[src/rtl/axi4lite_mask_pkg.sv]
// Shared types and constants for the AXI4-Lite LSB-masking responder.
// Optional byte-strobe support is selected with MASK_RESPONDER_WSTRB_EN.
package axi4lite_mask_pkg;

  localparam int unsigned DATA_W  = 32;
  localparam int unsigned STRB_W  = DATA_W / 8;
  localparam int unsigned SHIFT_W = 5;

  // Register byte offsets (only address bits [3:2] decode)
  localparam logic [3:0] OFF_VALUE  = 4'h0;
  localparam logic [3:0] OFF_SHIFT  = 4'h4;
  localparam logic [3:0] OFF_RESULT = 4'h8;
  localparam logic [3:0] OFF_ID     = 4'hC;

  localparam logic [DATA_W-1:0] ID_DEFAULT = 32'h4D41_534B;

  typedef enum logic [1:0] {
    OKAY   = 2'b00,
    SLVERR = 2'b10
  } resp_t;

  typedef enum logic {
    W_IDLE = 1'b0,
    W_RESP = 1'b1
  } w_state_t;

  typedef enum logic {
    R_IDLE = 1'b0,
    R_DATA = 1'b1
  } r_state_t;

  // Byte-lane merge of new write data into an existing word
  function automatic logic [DATA_W-1:0] merge_bytes(input logic [DATA_W-1:0] old_w,
                                                    input logic [DATA_W-1:0] new_w,
                                                    input logic [STRB_W-1:0] strb);
    logic [DATA_W-1:0] res;
    res = old_w;
    for (int i = 0; i < int'(STRB_W); i++) begin
      if (strb[i]) res[i*8 +: 8] = new_w[i*8 +: 8];
    end
    return res;
  endfunction

endpackage

[src/rtl/axi4lite_mask_responder_lsb_mask32.sv]
// Clears the n least-significant bits of a 32-bit operand.
module lsb_mask32
  import axi4lite_mask_pkg::*;
(
  input  logic [SHIFT_W-1:0] n,
  input  logic [DATA_W-1:0]  operand,
  output logic [DATA_W-1:0]  result_c
);

  assign result_c = operand & (32'hFFFF_FFFF << n);

endmodule

[src/rtl/axi4lite_mask_responder.sv]
// AXI4-Lite responder around a register-mapped LSB-masking unit.
// Define MASK_RESPONDER_WSTRB_EN to honour byte strobes on register writes.
module axi4lite_mask_responder
  import axi4lite_mask_pkg::*;
#(
  parameter int unsigned       ADDR_W   = 8,
  parameter logic [DATA_W-1:0] ID_VALUE = ID_DEFAULT
) (
  input  logic              aclk,
  input  logic              aresetn,
  input  logic [ADDR_W-1:0] awaddr,
  input  logic              awvalid,
  output logic              awready,
  input  logic [DATA_W-1:0] wdata,
  input  logic [STRB_W-1:0] wstrb,
  input  logic              wvalid,
  output logic              wready,
  output logic [1:0]        bresp,
  output logic              bvalid,
  input  logic              bready,
  input  logic [ADDR_W-1:0] araddr,
  input  logic              arvalid,
  output logic              arready,
  output logic [DATA_W-1:0] rdata,
  output logic [1:0]        rresp,
  output logic              rvalid,
  input  logic              rready
);

  // Write-side state
  w_state_t            w_state_q, w_state_d;
  logic                aw_held_q, aw_held_d;
  logic                w_held_q, w_held_d;
  logic [ADDR_W-1:0]   awaddr_q, awaddr_d;
  logic [DATA_W-1:0]   wdata_q, wdata_d;
  logic [STRB_W-1:0]   wstrb_q, wstrb_d;
  logic                awready_q, awready_d;
  logic                wready_q, wready_d;
  logic                bvalid_q, bvalid_d;
  resp_t               bresp_q, bresp_d;

  // Register file
  logic [DATA_W-1:0]   value_q, value_d;
  logic [SHIFT_W-1:0]  shift_q, shift_d;
  logic [DATA_W-1:0]   result_q;
  logic [DATA_W-1:0]   mask_c;

  // Read-side state
  r_state_t            r_state_q, r_state_d;
  logic                arready_q, arready_d;
  logic                rvalid_q, rvalid_d;
  resp_t               rresp_q, rresp_d;
  logic [DATA_W-1:0]   rdata_q, rdata_d;

  // Write decode helpers
  logic                aw_hs, w_hs;
  logic [ADDR_W-1:0]   wr_addr;
  logic [DATA_W-1:0]   wr_data;
  logic [STRB_W-1:0]   wr_strb;
  logic [3:0]          wr_off;
  logic                wr_err;

  // Read decode helpers
  logic [3:0]          rd_off;
  logic                rd_err;

  logic                unused_addr_lsbs;
  assign unused_addr_lsbs = ^{wr_addr[1:0], araddr[1:0]};

  // RESULT is computed from the post-write VALUE/SHIFT so it never lags them
  lsb_mask32 u_mask (
    .n        (shift_d),
    .operand  (value_d),
    .result_c (mask_c)
  );

  // Write state register and register file
  always_ff @(posedge aclk or negedge aresetn) begin
    if (!aresetn) begin
      w_state_q <= W_IDLE;
      aw_held_q <= 1'b0;
      w_held_q  <= 1'b0;
      awaddr_q  <= '0;
      wdata_q   <= '0;
      wstrb_q   <= '0;
      awready_q <= 1'b0;
      wready_q  <= 1'b0;
      bvalid_q  <= 1'b0;
      bresp_q   <= OKAY;
      value_q   <= '0;
      shift_q   <= '0;
      result_q  <= '0;
    end else begin
      w_state_q <= w_state_d;
      aw_held_q <= aw_held_d;
      w_held_q  <= w_held_d;
      awaddr_q  <= awaddr_d;
      wdata_q   <= wdata_d;
      wstrb_q   <= wstrb_d;
      awready_q <= awready_d;
      wready_q  <= wready_d;
      bvalid_q  <= bvalid_d;
      bresp_q   <= bresp_d;
      value_q   <= value_d;
      shift_q   <= shift_d;
      result_q  <= mask_c;
    end
  end

  // Write FSM: collect AW and W in any order, commit, then hold the response
  always_comb begin
    w_state_d = w_state_q;
    aw_held_d = aw_held_q;
    w_held_d  = w_held_q;
    awaddr_d  = awaddr_q;
    wdata_d   = wdata_q;
    wstrb_d   = wstrb_q;
    awready_d = awready_q;
    wready_d  = wready_q;
    bvalid_d  = bvalid_q;
    bresp_d   = bresp_q;
    value_d   = value_q;
    shift_d   = shift_q;

    aw_hs   = awvalid & awready_q;
    w_hs    = wvalid & wready_q;
    wr_addr = aw_held_q ? awaddr_q : awaddr;
    wr_data = w_held_q ? wdata_q : wdata;
    wr_strb = w_held_q ? wstrb_q : wstrb;
    wr_off  = {wr_addr[3:2], 2'b00};
    wr_err  = (|wr_addr[ADDR_W-1:4]) || (wr_off == OFF_RESULT) ||
              (wr_off == OFF_ID) || (wr_strb == '0);

    unique case (w_state_q)
      W_IDLE: begin
        if ((aw_held_q || aw_hs) && (w_held_q || w_hs)) begin
          w_state_d = W_RESP;
          aw_held_d = 1'b0;
          w_held_d  = 1'b0;
          awready_d = 1'b0;
          wready_d  = 1'b0;
          bvalid_d  = 1'b1;
          bresp_d   = wr_err ? SLVERR : OKAY;
          if (!wr_err) begin
            unique case (wr_off)
`ifdef MASK_RESPONDER_WSTRB_EN
              OFF_VALUE: value_d = merge_bytes(value_q, wr_data, wr_strb);
              OFF_SHIFT: if (wr_strb[0]) shift_d = wr_data[SHIFT_W-1:0];
`else
              OFF_VALUE: value_d = wr_data;
              OFF_SHIFT: shift_d = wr_data[SHIFT_W-1:0];
`endif
              default: ;
            endcase
          end
        end else begin
          if (aw_hs) begin
            aw_held_d = 1'b1;
            awaddr_d  = awaddr;
          end
          if (w_hs) begin
            w_held_d = 1'b1;
            wdata_d  = wdata;
            wstrb_d  = wstrb;
          end
          awready_d = !(aw_held_q || aw_hs);
          wready_d  = !(w_held_q || w_hs);
        end
      end
      W_RESP: begin
        if (bready) begin
          w_state_d = W_IDLE;
          bvalid_d  = 1'b0;
          awready_d = 1'b1;
          wready_d  = 1'b1;
        end
      end
      default: w_state_d = W_IDLE;
    endcase
  end

  // Read state register
  always_ff @(posedge aclk or negedge aresetn) begin
    if (!aresetn) begin
      r_state_q <= R_IDLE;
      arready_q <= 1'b0;
      rvalid_q  <= 1'b0;
      rresp_q   <= OKAY;
      rdata_q   <= '0;
    end else begin
      r_state_q <= r_state_d;
      arready_q <= arready_d;
      rvalid_q  <= rvalid_d;
      rresp_q   <= rresp_d;
      rdata_q   <= rdata_d;
    end
  end

  // Read FSM: capture data from the current (pre-write) registers on accept
  always_comb begin
    r_state_d = r_state_q;
    arready_d = arready_q;
    rvalid_d  = rvalid_q;
    rresp_d   = rresp_q;
    rdata_d   = rdata_q;

    rd_off = {araddr[3:2], 2'b00};
    rd_err = |araddr[ADDR_W-1:4];

    unique case (r_state_q)
      R_IDLE: begin
        if (arvalid && arready_q) begin
          r_state_d = R_DATA;
          arready_d = 1'b0;
          rvalid_d  = 1'b1;
          rresp_d   = rd_err ? SLVERR : OKAY;
          rdata_d   = '0;
          if (!rd_err) begin
            unique case (rd_off)
              OFF_VALUE:  rdata_d = value_q;
              OFF_SHIFT:  rdata_d = {{(DATA_W-SHIFT_W){1'b0}}, shift_q};
              OFF_RESULT: rdata_d = result_q;
              OFF_ID:     rdata_d = ID_VALUE;
              default:    rdata_d = '0;
            endcase
          end
        end else begin
          arready_d = 1'b1;
        end
      end
      R_DATA: begin
        if (rready) begin
          r_state_d = R_IDLE;
          rvalid_d  = 1'b0;
          arready_d = 1'b1;
        end
      end
      default: r_state_d = R_IDLE;
    endcase
  end

  assign awready = awready_q;
  assign wready  = wready_q;
  assign bvalid  = bvalid_q;
  assign bresp   = bresp_q;
  assign arready = arready_q;
  assign rvalid  = rvalid_q;
  assign rresp   = rresp_q;
  assign rdata   = rdata_q;

endmodule

[config.mk]
export PLATFORM = sky130hd
export DESIGN_NAME = axi4lite_mask_responder
export DESIGN_NICKNAME = d
export VERILOG_FILES = /design/src/rtl/axi4lite_mask_pkg.sv /design/src/rtl/axi4lite_mask_responder_lsb_mask32.sv /design/src/rtl/axi4lite_mask_responder.sv
export SDC_FILE = /design/constraint.sdc
export NUM_CORES = 1
export LEC_CHECK = 0
export ABC_AREA = 1
export BUFFER_PORTS_ARGS = -buffer_cell sky130_fd_sc_hd__clkbuf_2
export CAP_MARGIN = 20
export CORE_ASPECT_RATIO = 2
export CORE_MARGIN = 4
export CORE_UTILIZATION = 41
export DETAILED_ROUTE_END_ITERATION = 7
export HOLD_SLACK_MARGIN = 0.08
export PLACE_DENSITY = 0.63
export SYNTH_ARGS = -nofsm -noshare
export SYNTH_HDL_FRONTEND = slang
export SYNTH_SLANG_ARGS = --single-unit
export TNS_END_PERCENT = 50
[constraint.sdc]
create_clock -name aclk -period 2.35 [get_ports aclk]
set_clock_uncertainty 0.05 [all_clocks]
set_input_delay 0.235 -clock aclk [delete_from_list [all_inputs] [get_ports aclk]]
set_output_delay 0.235 -clock aclk [all_outputs]
set_load 0.01 [all_outputs]
==> flow_metrics.py <==
metrics = {
    "worst_setup_path": {
        "path_cells": "inv_2 > nand2_2 > nand3_4 > nor2_4 > nand3_4 > nand2_1 > nand2_1 > o21ai_1 > nand3_1 > nand2_1 > inv_1",
        "r2r_slack_ps": 220,
        "cp-startpoint": "w_held_q$_DFFE_PN0P_",
        "critPathMaxStageDelay_ps": 420,
        "critPathMostFrequentCell": "nand2_1",
        "crit_type": "reg2reg",
        "arrival_ps": 2390,
        "timing.rr.start": "w_held_q$_DFFE_PN0P_",
        "rr_endpoint": "result_q[26]$_DFF_PN0_",
        "crit_required_ps": 2610,
        "start_kind": "register",
        "endpoint": "result_q[26]$_DFF_PN0_",
        "crit_buf_inv": 2,
        "ff2ff_path_depth": 11,
        "worstSetupPathDepth": 11,
        "crit_family": "simple AND/OR/NAND/NOR gates",
        "cp_max_fo": 10,
        "crit_slowest_cell": "dfrtp_1",
        "crit_path_end_kind": "register",
    },
    "cells_and_area": {
        "fillers": 1479,
        "drive_gt1_share_pct": 20.4,
        "seq_area_um2": 3830,
        "diodes": 0,
        "fin_nets": 918,
        "syn_to_final_growth_pct": 27.4,
        "multi_input_area_um2": 2260,
    },
    "synthesis": {
        "synth_compound_area_share_pct": 16.8,
        "yosysWarnings": 0,
        "synth-seq-cells": 153,
        "synth.area.top_cells": "dfrtp_1 58%, nand2_1 9.9%, o21ai_0 8.4%",
        "synth-xor-area-share_pct": 0,
        "synthFlopType": "dfrtp_1",
        "synth_top_family_by_area": "compound AO/OA/AOI/OAI gates",
        "synth_edf_count": 0,
        "yosysTopAreaCell": "dfrtp_1",
        "yosysSeqAreaShare_pct": 58.2,
        "synth_top_cells_by_count": "174 x nand2_1, 153 x dfrtp_1, 110 x o21ai_0",
        "syn_area_per_cell_um2": 9.18,
        "netlist_area_um2": 6580,
        "synthCells": 716,
        "async_flop_share_pct": 100,
        "yosys.area_share.simple_pct": 15.2,
        "synth_cell_type_count": 38,
        "synth_top_area_share_pct": 58.2,
        "synthAdderAreaFrac_pct": 0,
        "synth.most_common_cell": "nand2_1",
        "synth.area.mux_share_pct": 2.23,
    },
    "route": {
        "drcViolationCount": 0,
        "postRouteAntennaNets": 0,
        "drt_iter0_drc": 236,
        "routed_wirelength_mm": 15.3,
        "vias_per_cell": 4.88,
        "route.vias.total": 5241,
        "wl_per_cell_um": 14.2,
        "first_pass_iters": 4,
    },
    "global_route": {
        "grt_pass1_wl_mm": 26.6,
        "antenna_found_initial": 0,
        "grt_overflow_total": 0,
        "top_usage_layer": "met2",
        "use_met3_pct": 3.51,
        "grt_max_degree": 55,
        "use_met1_pct": 21.5,
        "first_global_vias": 5377,
        "met2_usage_pct": 30.4,
        "grt.total_usage_pct": 18.0,
    },
    "min_path": {
        "hold_path_class": "in2reg",
        "hold_start": "arvalid",
    },
    "power": {
        "power_leakage_uw": 0.00423,
        "p_per_area_nw_per_um2": 1090,
        "vdd.ir_drop.worst_uv": 625,
        "finalPower_uw": 9160,
    },
    "sta": {
        "fin_crit_ps": 2130,
        "fin_crit_sh_pct": 90.6,
        "max_slew_margin_pct": 59.3,
        "hold_viol": 0,
        "max_clock_freq_mhz": 470,
        "fin_tns_setup_ps": 0,
        "worst_slew_pin_slew_ps": 610,
        "setup_viol": 0,
        "rsz0062_at_grt": "false",
        "drv_slew": 0,
    },
    "place": {
        "dp_hpwl_mm": 11.1,
        "gp_congestion": 0.803,
        "portBuffers": 93,
    },
    "clock_network": {
        "clock-sinks": 153,
        "cts_buffer_depth": 2,
        "ctsHoldBuffers": 46,
        "path_clk_slew_ps": 70,
        "clkLatencyLatePin_ps": 420,
        "post_cts_buffers": 0,
        "cts_root_buffer": "clkbuf_16",
        "cts_buffers": 17,
        "cts_tree": "built",
        "htreeDepth": 4,
        "cts_resized": 0,
    },
    "die": {
        "initial_core_util_pct": 41.7,
        "die_y_um": 187,
        "rows": 65,
        "fp.dieW_um": 97.6,
        "core_area_um2": 15800,
        "dieArea_um2": 18300,
        "io_pins": 100,
    },
    "outcome": {
        "status": "finished, final reports clean",
    },
    "job": {
        "drv_cap": 0,
    },
}
## how the worst min path moves through the flow
stage	slack (ps)	depth (start not counted)	to
after CTS	180	5	rvalid$_DFFE_PN0P_
after global placement	160	1	rdata[13]$_DFFE_PN0P_
final	190	5	rvalid$_DFFE_PN0P_
after global routing	210	5	rvalid$_DFFE_PN0P_
after detailed placement	160	1	rdata[13]$_DFFE_PN0P_
after floorplan	-110	0	asynchronous set/reset pin
## metrics by stage
| step | util [%] | instances | hold WS, ps | setup slack, ps | instance area, um^2 |
|---|---|---|---|---|---|
| after global placement | 46.3 | 995 | 156 | 261 | 7310 |
| after global routing | 53.1 | 1073 | 211 | 17.4 | 8380 |
| after CTS | 53.1 | 1073 | 181 | 198 | 8380 |
| after detailed placement | 46.3 | 995 | 159 | 227 | 7310 |
| after floorplan | - | 717 | -111 | 589 | 6580 |
| final | 53.1 | 1073 | 194 | 222 | 8380 |
## layout by cell type (no fill, tap or decap), types with 2 or more instances in the layout
cell type and n:
a22o_1 17, mux2_2 13, clkinv_2 2, bufinv_16 2, or2_2 4, buf_4 15
clkbuf_16 17, buf_12 2, nand3_1 8, clkinv_4 4, o21a_1 3, dlygate4sd3_1 46
inv_1 85, conb_1 2, clkbuf_8 3, nand4_1 2, a21oi_1 11, inv_2 6
dfrtp_1 153, a221oi_1 13, nand3_2 2, inv_6 3, nor2_1 43, o21ai_4 2
nand2_1 174, o21ai_1 9, o211ai_1 11, o21ai_0 110, clkbuf_2 92, nand3_4 2
## power breakdown
part | leakage, uW | switching, uW | internal, uW | total, uW
registers | 0.00188 | 401 | 3490 | 3890
clock network | 0.000297 | 1080 | 1660 | 2740
logic | 0.00205 | 1550 | 976 | 2530
total | 0.00423 | 3040 | 6130 | 9160
## worst min-delay path, delay by kind of cell
| kind | cells | cell delay (ps) |
|---|---|---|
| simple gates | 2 | 180 |
| buf+inv | 2 | 160 |
| compound gates | 1 | 50 |
## state kept, by name, indices dropped and copies added (netlist names), 4 cells and up, named ones only
| name | flops |
|---|---|
| shift_q | 5 |
| result_q | 31 |
| rdata | 32 |
| value_q | 31 |
| wstrb_q | 4 |
| wdata_q | 32 |
| awaddr_q | 6 |
## area by class of cell
class	instances	share of cell area (%)
flip-flops and latches	153	45.7
multi-input cells	439	27.0
repair buffers	156	12.9
clock buffers	20	5.57
inverters	92	4.12
well taps	201	3.00
clock inverters	12	1.66
## metal layers
layer,up-vias,share of wire [%]
li1,2624,-
met1,2454,42
met2,129,51
met3,34,3.7
met4,0,4.0
met5,-,0
## kinds of logic (layout without fill, tap and decap cells)
family | after synthesis | after routing
flip-flops | 153 | 153
multiplexers | 13 | 13
other | 1 | 2
buffers and inverters | 125 | 280
AO/OA/AOI/OAI | 182 | 182
AND/OR/NAND/NOR | 242 | 242
Note: power is estimated with default switching activity, not from simulation.
